File: config.mk
export PLATFORM = sky130hd
export DESIGN_NAME = sequence_verifier_n
export DESIGN_NICKNAME = d
export VERILOG_FILES = /design/src/rtl/seqver_pkg.sv /design/src/rtl/seq_digit_mux.sv /design/src/rtl/sequence_verifier_n.sv
export SDC_FILE = /design/constraint.sdc
export NUM_CORES = 1
export LEC_CHECK = 0
export CAP_MARGIN = 15
export CORE_MARGIN = 10
export CORE_UTILIZATION = 54
export DETAILED_ROUTE_END_ITERATION = 7
export PLACE_DENSITY = 0.84
export SLEW_MARGIN = 5
export SYNTH_ARGS = -nofsm -noshare
export SYNTH_HDL_FRONTEND = slang
export SYNTH_SLANG_ARGS = --single-unit
export TNS_END_PERCENT = 5
File: constraint.sdc
create_clock -name clk -period 7.59 [get_ports clk]
set_clock_uncertainty 0.2 [all_clocks]
set_input_delay 2.277 -clock clk [delete_from_list [all_inputs] [get_ports clk]]
set_output_delay 2.277 -clock clk [all_outputs]
set_load 0.02 [all_outputs]
File: src/rtl/seqver_pkg.sv
// Shared types and helpers for the parametrised sequence verifier.
// Holds the FSM state enum, result codes and the width helper.
package seqver_pkg;

  typedef enum logic [2:0] {
    IDLE,
    ENTRY,
    PASS,
    FAIL,
    TIMEOUT
  } state_t;

  typedef enum logic [1:0] {
    RES_PEND    = 2'b00,
    RES_PASS    = 2'b01,
    RES_FAIL    = 2'b10,
    RES_TIMEOUT = 2'b11
  } result_t;

  // Index width that never collapses to zero bits.
  function automatic int clog2w(input int n);
    return (n <= 2) ? 1 : $clog2(n);
  endfunction

endpackage

File: src/rtl/seq_digit_mux.sv
// Selects key digit idx from the latched key, digit 0 being the MS digit.
// Ports: key (packed key), idx (digit index), digit (selected digit).
module seq_digit_mux
  import seqver_pkg::*;
#(
  parameter int SEQ_LEN = 4,
  parameter int DIGIT_W = 4
) (
  input  logic [SEQ_LEN*DIGIT_W-1:0]    key,
  input  logic [clog2w(SEQ_LEN)-1:0]    idx,
  output logic [DIGIT_W-1:0]            digit
);

  localparam int IW = clog2w(SEQ_LEN);

  always_comb begin
    digit = '0;
    for (int i = 0; i < SEQ_LEN; i++) begin
      if (idx == IW'(i))
        digit = key[(SEQ_LEN-1-i)*DIGIT_W +: DIGIT_W];
    end
  end

endmodule

File: src/rtl/sequence_verifier_n.sv
// Puzzle sequence verifier: latches a key, checks entered digits in order,
// reports pass/fail/timeout with a retry budget and a saturating level.
// Ports: clk, rst (sync, active-high), game_active, key_in, key_load,
//   digit_in, verify, timeout -> result, digit_idx, tries_left, level, retry.
module sequence_verifier_n
  import seqver_pkg::*;
#(
  parameter int SEQ_LEN    = 4,
  parameter int DIGIT_W    = 4,
  parameter int MAX_TRIES  = 3,
  parameter int NUM_LEVELS = 8,
  parameter int EARLY_FAIL = 0
) (
  input  logic                          clk,
  input  logic                          rst,
  input  logic                          game_active,
  input  logic [SEQ_LEN*DIGIT_W-1:0]    key_in,
  input  logic                          key_load,
  input  logic [DIGIT_W-1:0]            digit_in,
  input  logic                          verify,
  input  logic                          timeout,
  output logic [1:0]                    result,
  output logic [clog2w(SEQ_LEN)-1:0]    digit_idx,
  output logic [3:0]                    tries_left,
  output logic [clog2w(NUM_LEVELS)-1:0] level,
  output logic                          retry
);

  localparam int IW = clog2w(SEQ_LEN);
  localparam int LW = clog2w(NUM_LEVELS);
  localparam int KW = SEQ_LEN * DIGIT_W;

  state_t          state_q, state_d;
  result_t         res_q, res_d;
  logic [KW-1:0]   key_q, key_d;
  logic [IW-1:0]   idx_q, idx_d;
  logic [3:0]      tries_q, tries_d;
  logic [LW-1:0]   lvl_q, lvl_d;
  logic            mis_q, mis_d;
  logic            retry_q, retry_d;

  logic [DIGIT_W-1:0] cur_digit;
  logic               wrong;
  logic               mis_nx;
  logic               last;
  logic               att_end;

  seq_digit_mux #(
    .SEQ_LEN (SEQ_LEN),
    .DIGIT_W (DIGIT_W)
  ) u_mux (
    .key   (key_q),
    .idx   (idx_q),
    .digit (cur_digit)
  );

  always_ff @(posedge clk) begin
    if (rst) begin
      state_q <= IDLE;
      res_q   <= RES_PEND;
      key_q   <= '0;
      idx_q   <= '0;
      tries_q <= '0;
      lvl_q   <= '0;
      mis_q   <= 1'b0;
      retry_q <= 1'b0;
    end else begin
      state_q <= state_d;
      res_q   <= res_d;
      key_q   <= key_d;
      idx_q   <= idx_d;
      tries_q <= tries_d;
      lvl_q   <= lvl_d;
      mis_q   <= mis_d;
      retry_q <= retry_d;
    end
  end

  always_comb begin
    wrong   = (digit_in != cur_digit);
    mis_nx  = mis_q | wrong;
    last    = (idx_q == IW'(SEQ_LEN-1));
    // An attempt ends at the last digit, or at the first wrong
    // digit when early fail is enabled.
    att_end = last | ((EARLY_FAIL != 0) & wrong);

    state_d = state_q;
    res_d   = res_q;
    key_d   = key_q;
    idx_d   = idx_q;
    tries_d = tries_q;
    lvl_d   = lvl_q;
    mis_d   = mis_q;
    retry_d = 1'b0;

    if (!game_active) begin
      state_d = IDLE;
      res_d   = RES_PEND;
      idx_d   = '0;
      tries_d = '0;
      mis_d   = 1'b0;
    end else if (key_load) begin
      state_d = ENTRY;
      res_d   = RES_PEND;
      key_d   = key_in;
      idx_d   = '0;
      tries_d = 4'(MAX_TRIES);
      mis_d   = 1'b0;
    end else if (state_q == ENTRY) begin
      if (timeout) begin
        state_d = TIMEOUT;
        res_d   = RES_TIMEOUT;
      end else if (verify) begin
        if (!att_end) begin
          idx_d = idx_q + IW'(1);
          mis_d = mis_nx;
        end else if (!mis_nx) begin
          state_d = PASS;
          res_d   = RES_PASS;
          if (lvl_q != LW'(NUM_LEVELS-1))
            lvl_d = lvl_q + LW'(1);
        end else if (tries_q > 4'd1) begin
          tries_d = tries_q - 4'd1;
          idx_d   = '0;
          mis_d   = 1'b0;
          retry_d = 1'b1;
        end else begin
          state_d = FAIL;
          res_d   = RES_FAIL;
          tries_d = '0;
        end
      end
    end
  end

  assign result     = res_q;
  assign digit_idx  = idx_q;
  assign tries_left = tries_q;
  assign level      = lvl_q;
  assign retry      = retry_q;

endmodule
==> results.rst <==
.. list-table::
   :header-rows: 1

   * - Metric
     - Value
   * - Area of the mapped netlist
     - 0.00181 mm²
   * - Maximum frequency from static timing analysis
     - 228 MHz
   * - Overflow left after global routing
     - 0
   * - Seq. cell area
     - 641 µm²
   * - Die extent in x
     - 77.9 µm
   * - Final HPWL DP
     - 3.03 mm
   * - Routed wire length
     - 4.25 mm
   * - Drt via density
     - 5.58
   * - Critical Path Source
     - rst
   * - Number of setup violations in the final report
     - 0
   * - Cell type with the highest aggregate area in the netlist
     - sky130_fd_sc_hd__dfxtp_1
   * - Weighted congestion reported at the end of routability-driven placement
     - 0.798
   * - Wire length of the first global-routing pass
     - 7.04 mm
   * - Category of the critical setup timing path
     - primary input to register
   * - Pre-antenna DRT Iters
     - 4
   * - Critical path arrival
     - 4.48 ns
   * - Starting density of the core
     - 0.580
   * - Worst r2r src
     - digit_idx[1]
   * - Most frequent cells in the layout
     - sky130_fd_sc_hd__nand2_1 (48), sky130_fd_sc_hd__clkdlybuf4s50_1 (37), sky130_fd_sc_hd__dfxtp_1 (32)
   * - Portion of the post-synthesis area used by sequential elements
     - 0.353
   * - Final hold violation count
     - 0
   * - Final count of pins violating max slew
     - 0
   * - Max-cap viol count
     - 0
   * - Ratio of cells with drive above 1 in the final layout
     - 0.104
   * - Worst path setup slack after routing
     - 3.20 ns
   * - Cts bufs inserted
     - 5
   * - Chip height
     - 77.9 µm
   * - Outcome
     - finished clean
   * - RSZ-0062 raised after global routing
     - false
   * - Setup Fix Bufs, Post-CTS
     - 0
   * - DIE AREA
     - 0.00607 mm²
   * - Required time at the endpoint of the critical path
     - 7.68 ns
   * - Antenna-violating nets left
     - 0
   * - Fill count
     - 271
   * - Antenna diode instance count
     - 0
   * - Deepest clock path buffer count
     - 2
   * - Final Core Density
     - 0.716
   * - CTS HTree Levels
     - 2
   * - Period Utilization, post-route
     - 0.578
   * - Number of antenna violations at the first check in global routing
     - 0
   * - Predominant post-synthesis flop cell
     - sky130_fd_sc_hd__dfxtp_1
   * - Final worst path period need
     - 4.39 ns
   * - Nets in the synthesized netlist
     - 249
   * - Power density normalized to cell area
     - 157 mW/mm²
   * - #FFs+latches synth
     - 32
   * - Root buffer cell
     - sky130_fd_sc_hd__clkbuf_4
   * - Leak
     - 0.786 nW
   * - Maximum fanout along the worst path
     - 20
   * - CTS tree
     - yes
   * - Core Box Area
     - 0.00313 mm²
   * - Type of the worst min-delay path
     - register to register
   * - Dominant cells by area after synthesis
     - sky130_fd_sc_hd__dfxtp_1 (35%), sky130_fd_sc_hd__nand2_1 (9.9%), sky130_fd_sc_hd__a21oi_1 (6.1%)
   * - Slew at the pin closest to its max-slew limit
     - 0.782 ns
   * - Hold path startpoint
     - key_q[1]
   * - Tot GR Track Use
     - 0.139
   * - Port buffer count
     - 37
   * - CTS Sinks
     - 32
   * - Maximum number of pins on one net before global-route repair
     - 21
   * - Std-Cell Rows
     - 20
   * - Setup tns final
     - 0 ns
   * - CTS Hold Buffers Added
     - 0
   * - Wire length per cell
     - 14.5 µm
   * - Most common cell after layout, fill and taps aside
     - sky130_fd_sc_hd__nand2_1
   * - Number of DRC markers in iteration 0
     - 122
   * - Worst setup EP type
     - register
   * - Max_slew headroom
     - 0.474
   * - Number of flops mapped to enable cells by yosys
     - 0
   * - Final #Nets
     - 282
   * - Growth of design area from synthesis to finish
     - 23.6%
   * - Worst vdd ir
     - 136 µV
   * - Clock slew at reported path FFs
     - 0.10 ns
   * - Clock insertion delay at the later pin of the skew report
     - 0.35 ns
   * - IO Pins
     - 38
   * - Unique cell type count in the Yosys netlist
     - 50
   * - Via count of the first global-routing pass
     - 1,424
   * - Synth warn
     - 0
   * - Post-CTS sizing
     - 0
   * - Synthesized instance count
     - 215
   * - Pre-CTS setup slack
     - 2.92 ns
   * - Via count
     - 1,634
   * - Proportion of register bits with asynchronous set or reset after synthesis
     - 0
   * - Multi-input gate area
     - 0.00106 mm²
   * - Post-synthesis area per instance
     - 8.43 µm²
   * - Total DRC errors in the routed layout
     - 0
   * - Area fraction of the dominant cell type after synthesis
     - 0.353
   * - Launching element type of the critical path
     - primary input
==> cell families (layout without fill, tap and decap cells) <==
| family | Yosys count | after routing | share of synthesized area |
|---|---|---|---|
| flops | 32 | 32 | 0.353 |
| mux | 6 | 6 | 0.0345 |
| simple gates | 95 | 95 | 0.278 |
| compound gates | 51 | 51 | 0.207 |
| xor+xnor | 2 | 2 | 0.00966 |
| fa+ha+maj | 8 | 8 | 0.0552 |
| buf+inv | 21 | 55 | 0.0621 |
==> worst max-delay path: stages <==
cell	delay, ns
sky130_fd_sc_hd__clkdlybuf4s50_1	0.78
sky130_fd_sc_hd__inv_1	0.36
sky130_fd_sc_hd__nand3_1	0.29
sky130_fd_sc_hd__or3_1	0.45
sky130_fd_sc_hd__a211o_1	0.24
sky130_fd_sc_hd__nand3_1	0.07
==> layer usage <==
metal  part of all wire  track usage  wire [µm]  up-vias
li1                   -            -          -      820
met1               0.48        0.186       2050      765
met4              0.017       0.0591         73        0
met3              0.057       0.0472        244        8
met5                  0            0          0        -
met2               0.44        0.197       1890       41
==> cell type report <==
cell class | count | area share
multi-input cells | 162 | 0.473
flip-flops and latches | 32 | 0.286
repair buffers | 38 | 0.168
well taps | 44 | 0.0246
clock buffers | 6 | 0.0184
clock inverters | 2 | 0.0156
inverters | 9 | 0.0151
==> worst paths after layout <==
path              cells past startpoint  slack, ns      endpoint
setup / recovery                      6       3.20  digit_idx[1]
hold / removal                        2       0.26      key_q[1]
setup reg to reg                      7       4.18      level[0]
hold reg to reg                       2       0.26      key_q[1]
==> power breakdown <==
| group | switching, mW | leakage (nW) | internal (mW) |
|---|---|---|---|
| clock | 0.0604 | 0.0422 | 0.0690 |
| sequential | 0.00294 | 0.260 | 0.173 |
| combinational | 0.0243 | 0.483 | 0.0222 |
==> per-stage QoR <==
stage / std cells / power [mW] / instance area, µm² / hold WS (ns)
after global routing: 293 / 0.362 / 2240 / 0.287
after global placement: 284 / 0.224 / 2160 / 0.243
after detailed placement: 284 / 0.225 / 2160 / 0.248
after CTS: 292 / 0.350 / 2240 / 0.261
after floorplan: 215 / 0.206 / 1810 / 0.236
final: 293 / 0.352 / 2240 / 0.262
==> synthesized netlist by cell type (2+ instances only) <==
cell type / number
sky130_fd_sc_hd__nand2_1: 48
sky130_fd_sc_hd__nand3b_1: 5
sky130_fd_sc_hd__mux2i_1: 4
sky130_fd_sc_hd__ha_1: 8
sky130_fd_sc_hd__inv_1: 9
sky130_fd_sc_hd__o211a_1: 2
sky130_fd_sc_hd__nor2_1: 11
sky130_fd_sc_hd__a211o_1: 3
sky130_fd_sc_hd__a22o_1: 2
sky130_fd_sc_hd__nor3_1: 2
sky130_fd_sc_hd__a211oi_2: 2
sky130_fd_sc_hd__dfxtp_1: 32
sky130_fd_sc_hd__nand3_1: 7
sky130_fd_sc_hd__clkbuf_1: 7
sky130_fd_sc_hd__a21oi_2: 2
sky130_fd_sc_hd__a31oi_1: 3
sky130_fd_sc_hd__nor2b_1: 4
sky130_fd_sc_hd__xor2_1: 2
sky130_fd_sc_hd__buf_6: 4
sky130_fd_sc_hd__a211oi_1: 6
sky130_fd_sc_hd__a21oi_1: 22
sky130_fd_sc_hd__or3_1: 2
==> state kept, by name, summed over array words and instances, names as in the netlist <==
| signal | cells |
|---|---|
| state_q | 3 |
| digit_idx | 2 |
| result | 2 |
| retry | 1 |
| key_q | 16 |
| level | 3 |
| mis_q | 1 |
| tries_left | 4 |
No activity file was read; power rests on OpenSTA's default activity.
